<file path="src/rtl/game_countdown_timer_if.sv">
// Control and display signals between the game controller, the countdown timer and the seven-segment drivers.
interface game_countdown_timer_if;
  logic       Enable;
  logic       Reconfig;
  logic [3:0] Sec_Tens;
  logic [3:0] Sec_Ones;
  logic       TimeUp;
  logic       Running;
  logic       Warning;
  logic       SecTick;

  modport master (
    output Enable, Reconfig,
    input  Sec_Tens, Sec_Ones, TimeUp, Running, Warning, SecTick
  );

  modport slave (
    input  Enable, Reconfig,
    output Sec_Tens, Sec_Ones, TimeUp, Running, Warning, SecTick
  );
endinterface

</file>
<file path="src/rtl/game_countdown_timer.sv">
// Round countdown timer: a prescaled one-second tick decrements a two-digit BCD count.
// The count reaches 00 in the EXPIRED state, which raises TimeUp until Reconfig or Reset.
module game_countdown_timer #(
  parameter int unsigned TICK_DIV     = 50000000,
  parameter int unsigned GAME_SECONDS = 60,
  parameter int unsigned WARN_SECONDS = 10
) (
  input  logic                  Clock,
  input  logic                  Reset,
  game_countdown_timer_if.slave bus
);

  localparam int unsigned PRE_W      = (TICK_DIV > 1) ? $clog2(TICK_DIV) : 1;
  localparam int unsigned WARN_CLAMP = (WARN_SECONDS > 99) ? 99 : WARN_SECONDS;
  localparam logic [3:0]  FULL_TENS  = 4'(GAME_SECONDS / 10);
  localparam logic [3:0]  FULL_ONES  = 4'(GAME_SECONDS % 10);
  localparam logic [3:0]  WARN_TENS  = 4'(WARN_CLAMP / 10);
  localparam logic [3:0]  WARN_ONES  = 4'(WARN_CLAMP % 10);
  localparam logic        FULL_WARN  = 1'(GAME_SECONDS <= WARN_SECONDS);
  localparam logic [PRE_W-1:0] PRE_LAST = PRE_W'(TICK_DIV - 1);

  typedef enum logic [1:0] {
    S_IDLE,
    S_RUN,
    S_EXPIRED
  } state_t;

  state_t           state_q, state_d;
  logic [PRE_W-1:0] pre_q, pre_d;
  logic [3:0]       tens_q, tens_d;
  logic [3:0]       ones_q, ones_d;
  logic             timeup_q, timeup_d;
  logic             running_q, running_d;
  logic             warning_q, warning_d;
  logic             sectick_q, sectick_d;

  // State, count and registered outputs
  always_ff @(posedge Clock) begin
    if (Reset) begin
      state_q   <= S_IDLE;
      pre_q     <= '0;
      tens_q    <= FULL_TENS;
      ones_q    <= FULL_ONES;
      timeup_q  <= 1'b0;
      running_q <= 1'b0;
      warning_q <= FULL_WARN;
      sectick_q <= 1'b0;
    end else begin
      state_q   <= state_d;
      pre_q     <= pre_d;
      tens_q    <= tens_d;
      ones_q    <= ones_d;
      timeup_q  <= timeup_d;
      running_q <= running_d;
      warning_q <= warning_d;
      sectick_q <= sectick_d;
    end
  end

  // Next state, prescaler and BCD count; outputs derive from the post-update values
  always_comb begin
    state_d   = state_q;
    pre_d     = pre_q;
    tens_d    = tens_q;
    ones_d    = ones_q;
    sectick_d = 1'b0;

    if (bus.Reconfig) begin
      state_d = S_IDLE;
      pre_d   = '0;
      tens_d  = FULL_TENS;
      ones_d  = FULL_ONES;
    end else begin
      case (state_q)
        S_IDLE: begin
          if (bus.Enable) state_d = S_RUN;
        end
        S_RUN: begin
          if (bus.Enable) begin
            if (pre_q == PRE_LAST) begin
              pre_d     = '0;
              sectick_d = 1'b1;
              if (ones_q == 4'd0) begin
                ones_d = 4'd9;
                tens_d = tens_q - 4'd1;
              end else begin
                ones_d = ones_q - 4'd1;
              end
              if (tens_q == 4'd0 && ones_q == 4'd1) state_d = S_EXPIRED;
            end else begin
              pre_d = pre_q + PRE_W'(1);
            end
          end
        end
        S_EXPIRED: begin
          tens_d = 4'd0;
          ones_d = 4'd0;
        end
        default: state_d = S_IDLE;
      endcase
    end

    running_d = (state_d == S_RUN);
    timeup_d  = (state_d == S_EXPIRED);
    warning_d = (state_d != S_EXPIRED) &&
                ((tens_d < WARN_TENS) || ((tens_d == WARN_TENS) && (ones_d <= WARN_ONES)));
  end

  assign bus.Sec_Tens = tens_q;
  assign bus.Sec_Ones = ones_q;
  assign bus.TimeUp   = timeup_q;
  assign bus.Running  = running_q;
  assign bus.Warning  = warning_q;
  assign bus.SecTick  = sectick_q;

endmodule

</file>
<file path="src/flat_wrapper.sv">
// flat-port wrapper written by rule: the top's interface ports become plain ports
module game_countdown_timer_flat 
#(
  parameter int unsigned TICK_DIV     = 50000000,
  parameter int unsigned GAME_SECONDS = 60,
  parameter int unsigned WARN_SECONDS = 10
)
  (Clock, Reset, bus_Enable, bus_Reconfig, bus_Sec_Tens, bus_Sec_Ones, bus_TimeUp, bus_Running, bus_Warning, bus_SecTick);
  game_countdown_timer_if bus_i ();
  input  logic Clock;
  input  logic Reset;
  input wire logic [$bits(bus_i.Enable)-1:0] bus_Enable;
  input wire logic [$bits(bus_i.Reconfig)-1:0] bus_Reconfig;
  output wire logic [$bits(bus_i.Sec_Tens)-1:0] bus_Sec_Tens;
  output wire logic [$bits(bus_i.Sec_Ones)-1:0] bus_Sec_Ones;
  output wire logic [$bits(bus_i.TimeUp)-1:0] bus_TimeUp;
  output wire logic [$bits(bus_i.Running)-1:0] bus_Running;
  output wire logic [$bits(bus_i.Warning)-1:0] bus_Warning;
  output wire logic [$bits(bus_i.SecTick)-1:0] bus_SecTick;
  assign bus_i.Enable = bus_Enable;
  assign bus_i.Reconfig = bus_Reconfig;
  assign bus_Sec_Tens = bus_i.Sec_Tens;
  assign bus_Sec_Ones = bus_i.Sec_Ones;
  assign bus_TimeUp = bus_i.TimeUp;
  assign bus_Running = bus_i.Running;
  assign bus_Warning = bus_i.Warning;
  assign bus_SecTick = bus_i.SecTick;
  game_countdown_timer #(.TICK_DIV(TICK_DIV), .GAME_SECONDS(GAME_SECONDS), .WARN_SECONDS(WARN_SECONDS)) u_core (.Clock(Clock), .Reset(Reset), .bus(bus_i));
endmodule
</file>
<file path="config.mk">
export PLATFORM = sky130hd
export DESIGN_NAME = game_countdown_timer_flat
export DESIGN_NICKNAME = d
export VERILOG_FILES = /design/src/rtl/game_countdown_timer_if.sv /design/src/rtl/game_countdown_timer.sv /design/src/flat_wrapper.sv
export SDC_FILE = /design/constraint.sdc
export NUM_CORES = 1
export LEC_CHECK = 0
export CORE_MARGIN = 2
export CORE_UTILIZATION = 50
export CTS_BUF_LIST = sky130_fd_sc_hd__clkbuf_16
export CTS_CLUSTER_DIAMETER = 80
export DETAILED_ROUTE_END_ITERATION = 7
export GPL_TIMING_DRIVEN = 0
export PLACE_DENSITY = 0.78
export SLEW_MARGIN = 20
export SYNTH_ARGS = -nofsm -noshare
export SYNTH_HDL_FRONTEND = slang
export SYNTH_SLANG_ARGS = --single-unit
</file>
<file path="constraint.sdc">
create_clock -name Clock -period 4.3 [get_ports Clock]
set_clock_uncertainty 0.15 [all_clocks]
set_input_delay 1.29 -clock Clock [delete_from_list [all_inputs] [get_ports Clock]]
set_output_delay 1.29 -clock Clock [all_outputs]
set_load 0.05 [all_outputs]
</file>
* Word level (Yosys, flattened, before mapping)
Cells that the tools add are included.
** Storage, ports and cells
- Flip-flop bits (word level) :: 40
- Output and inout bits :: 12
- Word-level logic and storage cells :: 51
** Cells by class
- Add/subtract/negate cells :: 3
- Magnitude comparators :: 2
- Equality and inequality tests :: 8
- Multiplexer cells :: 18
- Bitwise gates (word level) :: 2
- Reductions and logical operators :: 10
** Operators by type and width (number)
- $mux 4 :: 8
- $add 26x1->26 const B :: 1
- $eq 26x26->1 const B :: 1
- $mux 26 :: 1
- $pmux 4 s2 :: 2
- $mux 2 :: 5
- $eq 4x1->1 const B :: 2
- $logic_not 4->1 :: 2
- $sub 4x1->4 const B :: 2
- $pmux 2 s3 :: 1
- $eq 2x1->1 const B :: 2
- $eq 2x2->1 const B :: 2
- $le 4x1->1 const B :: 1
- $lt 4x1->1 const B :: 1
- $reduce_or 4->1 :: 1
- $logic_and 1x1->1 :: 3
- $logic_not 2->1 :: 1
- $ne 2x2->1 const B :: 1
- $not 1->1 :: 2
- $reduce_and 2->1 :: 1
- $reduce_or 2->1 :: 1
- $logic_or 1x1->1 :: 1
- $mux 1 :: 1

* Depth between registers and ports, before layout
Gate-level depths: netlist of run 1.
- Word-level depth :: 10
- Gate-level depth with buffers :: 9
- Gate-level depth less buffers :: 8

* Least setup slack after synthesis of run 1
OpenSTA, ideal clock, no wires.
- Path type :: input -> register
- Start point :: input port bus_Enable
- End point :: register u_core.pre_q[21]
- Library setup time :: 128 ps
- Arrival :: 2539 ps
- Path slack :: 1484 ps
- Cell stages on the path :: 6
- Buffers on the path :: 0
- Cell sequence :: nand2_1 > or4_4 > nor4_4 > nand3_1 > xor2_1 > nor2_1
** Between the ends
- Longest elaborated chain between the ends :: 1
** RTL lines
- from (decl) :: line flat_wrapper.sv:12 : input wire logic [$bits(bus_i.Enable)-1:0] bus_Enable;
- $reduce_and 2->1 (no line)
- to (signal assigned) :: line game_countdown_timer.sv:50 : pre_q <= pre_d;
- to (decl) :: line game_countdown_timer.sv:29 : logic [PRE_W-1:0] pre_q, pre_d;
No other way between the ends.
A chain may end at the register's enable or synchronous reset.

* Worst setup path after layout of run 1
- Start point :: input port bus_Enable
- End point :: register u_core.pre_q[23]
Same word-level chain as after synthesis.

==> impl_metrics.tcl, run 1 <==
set metrics [dict create \
    outcome "complete, no violations" \
    crit_chain "clkdlybuf4s50_1, nand2_1, or4_4, nor4_4, nand3_1, xor2_1, nor2_1" \
    rows 23 \
    fp.dieArea_um2 4750 \
    ys_seq_area_frac 0.380 \
    fin_nets 278 \
    p_total_mw 0.750 \
    wl_per_cell_um 13.0 \
    crit_family "simple AND/OR/NAND/NOR gates" \
    syn2layout_area_growth_pct 16.4 \
    path_depth 7 \
    gp_congestion 0.841 \
    via_per_inst 5.46 \
    hold_viol 0 \
    multi_input_area_um2 1250 \
    setup_slack_ns 0.956 \
    fin_crit_ns 3.34 \
    r2r-start "u_core.bus.Sec_Ones[0]" \
    fill_cells 348 \
    firstDrtPassIters 4 \
    start_util 0.523 \
    die_y_um 68.9 \
    grt_pass1_wl_um 7090 \
    overflow 0 \
    cts_tree "done" \
    reg2reg_setup_slack_ns 1.86 \
    utilization 0.609 \
    yosys.area.top_type "dfxtp_1" \
    netlist_area_um2 2110 \
    startpoint "bus_Enable" \
    cpPeakStageDelay_ns 0.58 \
    crit_slowest_cell "clkdlybuf4s50_1" \
    cap_violations 0 \
    setup_viol 0 \
    htreeDepth 2 \
    path_buf_inv 1 \
    ir_drop_v 0.000187 \
    vias 1725 \
    startpoint_type "primary input" \
    rr_endpoint "u_core.bus.Warning" \
    wirelength_um 4100 \
    die_width_um 68.9 \
    drtIter0Drc 137 \
    instances_no_fill 316 \
    cts_setup_buffers 0 \
    place_inst 309 \
    critPathArrivalTime_ns 3.35 \
    timing.setup.tns_ns 0 \
    worstMarginPinSlew_ns 0.745 \
    endpoint "u_core.pre_q[23]" \
    grt_antenna_before_repair 0 \
    ys_types 51 \
    synthTopCellsByArea "dfxtp_1, nor2_1, xor2_1, ha_1, xnor2_1" \
    path_max_fanout 6 \
    synth-edff-count 0 \
    drc_errors 0 \
    p_per_area_nw_per_um2 305 \
    grt_max_degree 12 \
    hold_start "u_core.pre_q[1]" \
    place_hpwl_um 2980 \
    grt_usage 0.200 \
    pre_cts_ws_ns 0.704 \
    ys.flop_type "dfxtp_1" \
    rsz0062_at_grt "false" \
    cts_resized 0 \
    ant_nets 0 \
    clock-sinks 40 \
    ys_seq_elements 40 \
    r2r_cells 8 \
    cts_buffers 5 \
    grt_pass1_vias 1604 \
    endpoint_kind "flop" \
    port_buffers 15 \
    clkTransAtPathRegs_ns 0.05 \
    core_um2 4030 \
    insertion_delay_ns 0.28 \
    syn-instance-count 244 \
    clockBufferDepth 2 \
    ioPinCount 16 \
    finalMaxSlewViolations 0 \
    hold_buffers 0 \
    min_path_type "flop to flop" \
    synth_nets 256 \
    leakagePower_nw 0.850 \
    synth.avg_cell_area_um2 8.64 \
    clockRootBuffer "clkbuf_16" \
    setup.worst_path.class "primary input to flop" \
    ys_warn_count 0 \
    antenna_cells 0 \
    synthArstFlopShare 0 \
    crit_required_ns 4.31 \
    maxSlewHeadroom 0.497 \
    regArea_um2 801 \
    drive_gt1_frac 0.102 \
    max_freq_ghz 0.299 \
    synth_top_area_share 0.380 \
    finalCritPeriodShare 0.778 \
]
-- Yosys cell counts (all sizes together) (6+ instances only) --
master  number
xnor2       11
nand2       25
nand4        6
nand3       13
and4         6
nor2        50
dfxtp       40
inv         10
xor2        15
ha           8
a21oi        6
-- area by class of cell --
class                   instances  share of cell area
plain buffers                   3             0.00765
clock inverters                 2             0.00357
repair buffers                 15              0.0612
clock buffers                   5              0.0510
multi-input cells             191               0.510
inverters                      10              0.0153
flip-flops and latches         40               0.326
well taps                      50              0.0255
-- kinds of logic (layout without fill, tap and decap cells) --
kind of cell | after synthesis | in the layout | share of synthesized area
adders and majority gates | 8 | 8 | 0.0475
DFF | 40 | 40 | 0.380
muxes | 2 | 2 | 0.0101
AOI/OAI and AO/OA | 19 | 19 | 0.0659
and+or+nand+nor | 136 | 136 | 0.362
xor gates and xnor gates | 26 | 26 | 0.108
buffers and inverters | 13 | 35 | 0.0267
-- tightest hold or removal path: cells and delay by family, from the launching register on --
family,cells,cell delay (ns)
DFF,1,0.32
and+or+nand+nor,1,0.06
AOI/OAI and AO/OA,1,0.05
-- cell usage in the layout (no fill, tap or decap), drive strengths merged, types with 6 or more instances in the layout --
cell type,count
and4,6
a21oi,6
dfxtp,40
nand2,25
clkdlybuf4s50,15
xnor2,11
nand3,13
xor2,15
nor2,50
inv,11
clkbuf,7
nand4,6
ha,8
-- where the power goes --
group | switching (mW) | internal [mW] | total, mW | leakage (nW)
logic | 0.0222 | 0.0123 | 0.0345 | 0.456
registers | 0.00123 | 0.372 | 0.374 | 0.322
clock network | 0.133 | 0.208 | 0.341 | 0.0709
total | 0.157 | 0.593 | 0.750 | 0.850
-- routing by layer --
layer / GRT usage / routed length, µm / vias to the layer above
met5: 0 / 0 / -
met4: 0.0784 / 77 / 0
met3: 0.0438 / 131 / 8
met2: 0.327 / 1840 / 31
met1: 0.257 / 2050 / 802
li1: - / - / 884
-- flip-flops by register name, indices dropped and copies added (netlist names) --
signal,flops
u_core.pre_q,26
u_core.bus.Sec_Ones,4
u_core.bus.Sec_Tens,4
u_core.state_q,2
u_core.bus.Running,1
u_core.bus.SecTick,1
u_core.bus.TimeUp,1
u_core.bus.Warning,1
-- worst min path at each step --
stage          depth (start not counted)              end
2_1_floorplan                          2  u_core.pre_q[1]
3_3_place_gp                           2  u_core.pre_q[1]
5_1_grt                                2  u_core.pre_q[1]
3_5_place_dp                           2  u_core.pre_q[1]
4_1_cts                                2  u_core.pre_q[1]
6_report                               2  u_core.pre_q[1]
-- metrics by stage --
stage | instance area (µm²) | hold WS [ns]
after floorplan | 2110 | 0.297
after global placement | 2320 | 0.307
after detailed placement | 2320 | 0.319
after CTS | 2450 | 0.326
after global routing | 2450 | 0.347
final | 2450 | 0.326
(Power assumes the default switching activity.)
==> run 2, diff against run 1 <==
==> constraint.sdc (replaced) <==
create_clock -name Clock -period 3.25 [get_ports Clock]
set_clock_uncertainty 0.15 [all_clocks]
set_input_delay 0.975 -clock Clock [delete_from_list [all_inputs] [get_ports Clock]]
set_output_delay 0.975 -clock Clock [all_outputs]
set_load 0.05 [all_outputs]
==> results of run 2 <==
Same layout as run 1 (identical final DEF). Status: complete, no violations.
Main changes from that run: setup slack after placement 0.704 ns -> -0.0312 ns; setup slack after layout 0.956 ns -> 0.221 ns; register-to-register setup slack 1.86 ns -> 0.81 ns; total power 0.750 mW -> 0.992 mW; worst IR drop on VDD 0.000187 V -> 0.000248 V
==> run 3, diff against run 2 <==
--- a/config.mk
+++ b/config.mk
@@ -5,14 +5,17 @@
 export SDC_FILE = /design/constraint.sdc
 export NUM_CORES = 1
 export LEC_CHECK = 0
+export ABC_AREA = 1
 export CORE_MARGIN = 2
 export CORE_UTILIZATION = 50
 export CTS_BUF_LIST = sky130_fd_sc_hd__clkbuf_16
 export CTS_CLUSTER_DIAMETER = 80
 export DETAILED_ROUTE_END_ITERATION = 7
 export GPL_TIMING_DRIVEN = 0
-export PLACE_DENSITY = 0.78
+export PLACE_DENSITY = 0.77
+export SKIP_LAST_GASP = 1
 export SLEW_MARGIN = 20
 export SYNTH_ARGS = -nofsm -noshare
 export SYNTH_HDL_FRONTEND = slang
 export SYNTH_SLANG_ARGS = --single-unit
+export TNS_END_PERCENT = 20
==> run 3 against run 2 <==
Net effect:
- die area rose by 14%
- design area rose by 13%
- critical path depth increased by 6
- first-iteration DRC count is 10% lower
- area after synthesis up 15%
- non-clock buffer count is 3 higher
- final cell count is 41% higher
- sequential share of layout area shrank 3.8 points
- core utilization shrank 1.7 points
- synthesized cell count up 50%
- clock-buffer cell count unchanged
- critical path type unchanged
==> impl_metrics.tcl, run 3 <==
set metrics [dict create \
    outcome "complete, no violations" \
    max_freq_ghz 0.362 \
    gp_congestion 0.830 \
    cap_violations 0 \
    synthTopCellsByArea "dfxtp_1, nand2_1, nor2_1, inv_1, a21oi_1" \
    port_buffers 15 \
    whs_ns 0.317 \
    drtIter0Drc 123 \
    setup_viol 0 \
    grt_usage 0.200 \
    worstMarginPinSlew_ns 0.508 \
    wl_per_cell_um 11.3 \
    fin_nets 401 \
    fin_crit_ns 2.76 \
    antenna_cells 0 \
    finalCritPeriodShare 0.851 \
    insertion_delay_ns 0.29 \
    largest_reg_flops 26 \
    wirelength_um 5030 \
    final_common_cell "nand2_1" \
    synth.avg_cell_area_um2 6.60 \
    drive_gt1_frac 0.0897 \
    yosys.area.top_type "dfxtp_1" \
    start_util 0.516 \
    cts_tree "done" \
    finalMaxSlewViolations 0 \
    grt_pass1_wl_um 8500 \
    crit_required_ns 3.28 \
    startpoint "bus_Enable" \
    die_width_um 73.6 \
    grt_pass1_vias 2046 \
    grt_max_degree 13 \
    ys_seq_elements 40 \
    leakagePower_nw 1.10 \
    drc_errors 0 \
    clockBufferDepth 2 \
    ioPinCount 16 \
    cts_setup_buffers 0 \
    synth_common_cells "nand2_1, nor2_1, inv_1" \
    htreeDepth 2 \
    ys_seq_area_frac 0.331 \
    firstDrtPassIters 4 \
    largest_register "u_core.pre_q" \
    netlist_area_um2 2420 \
    synth-edff-count 0 \
    fp.dieArea_um2 5410 \
    grt_antenna_before_repair 0 \
    ys.flop_type "dfxtp_1" \
    critPathArrivalTime_ns 2.79 \
    syn-instance-count 367 \
    ant_nets 0 \
    synthArstFlopShare 0 \
    final_cell_mix "nand2_1, nor2_1, inv_1" \
    timing.setup.tns_ns 0 \
    min_path_type "flop to flop" \
    syn2layout_area_growth_pct 14.7 \
    clkTransAtPathRegs_ns 0.06 \
    synth_top_area_share 0.331 \
    hold_viol 0 \
    vias 2260 \
    synth_most_common_cell "nand2_1" \
    synth_nets 379 \
    endpoint_kind "flop" \
    fill_cells 438 \
    r2r-start "u_core.state_q[1]" \
    ir_drop_v 0.000293 \
    rows 25 \
    cts_buffers 5 \
    maxSlewHeadroom 0.661 \
    ys_types 35 \
    p_per_area_nw_per_um2 378 \
    hold_buffers 0 \
    via_per_inst 5.09 \
    place_hpwl_um 3850 \
    overflow 0 \
    path_max_fanout 5 \
    clockRootBuffer "clkbuf_16" \
    cts_resized 0 \
    startpoint_type "primary input" \
    rsz0062_at_grt "false" \
    core_um2 4690 \
    clock-sinks 40 \
    hold_start "u_core.pre_q[22]" \
    die_y_um 73.6 \
    ys_warn_count 0 \
    setup.worst_path.class "primary input to flop" \
]
==> run 3: cell count changes after synthesis, sizes merged, moves of 5 or more <==
cell | previous run | this run
nand3 | 13 | 21
and4 | 6 | 0
xor2 | 15 | 9
a21oi | 6 | 20
xnor2 | 11 | 1
nor2 | 50 | 72
o21ai | 2 | 16
inv | 10 | 46
nand2 | 25 | 99
nor4b | 5 | 0
==> run 3: where the power goes <==
part | total (mW) | switching [mW] | leakage, nW | internal (mW)
Clock | 0.476 | 0.198 | 0.0710 | 0.279
Combinational | 0.0762 | 0.0526 | 0.704 | 0.0236
Sequential | 0.497 | 0.00289 | 0.323 | 0.494
==> run 3: worst max-delay path, stage by stage <==
cell	delay [ns]
clkdlybuf4s50_1	0.58
nand2_2	0.15
clkinv_2	0.10
nand2_2	0.07
nor2_4	0.12
nand2_4	0.09
nor2_8	0.12
nand3_4	0.10
nor2_4	0.11
and3_2	0.21
nand3_1	0.07
nand2_1	0.06
nor2_1	0.04
==> run 3: cells by family after synthesis <==
kind of cell    synth area share
compound gates            0.0863
simple gates               0.420
flops                      0.331
buf+inv                   0.0853
fa+ha+maj                 0.0413
xor+xnor                  0.0362
==> run 3: per-layer routing <==
| layer | global-route usage | up-vias | share of wire |
|---|---|---|---|
| li1 | - | 1202 | - |
| met1 | 0.260 | 1023 | 0.50 |
| met2 | 0.318 | 29 | 0.45 |
| met3 | 0.0453 | 6 | 0.039 |
| met4 | 0.0808 | 0 | 0.013 |
| met5 | 0 | - | 0 |
==> run 3: worst paths after layout <==
path              depth (start not counted)          endpoint  slack (ns)
hold reg to reg                           2  u_core.pre_q[22]        0.32
hold / removal                            2  u_core.pre_q[22]        0.32
setup / recovery                         13  u_core.pre_q[24]        0.49
setup reg to reg                         15  u_core.pre_q[24]        1.02
==> run 3: final cells by class <==
cell class / instances / area, µm² / area share
multi-input combinational: 274 / 1410 / 0.509
sequential: 40 / 801 / 0.288
inverter: 47 / 178 / 0.0640
timing repair buffer: 15 / 150 / 0.0541
clock buffer: 5 / 125 / 0.0450
tap: 54 / 67.6 / 0.0243
buffer: 6 / 28.8 / 0.0104
clock inverter: 3 / 13.8 / 0.00495
==> run 3: metrics by stage <==
step	total power, mW	utilization	setup slack [ns]	area, µm²	std cells
6_report	1.05	0.592	0.485	2780	444
5_1_grt	1.09	0.592	0.352	2780	444
4_1_cts	1.06	0.592	0.475	2780	444
3_5_place_dp	0.584	0.562	0.186	2640	436
3_3_place_gp	0.583	0.562	0.199	2640	436
2_1_floorplan	0.561	-	0.991	2420	367
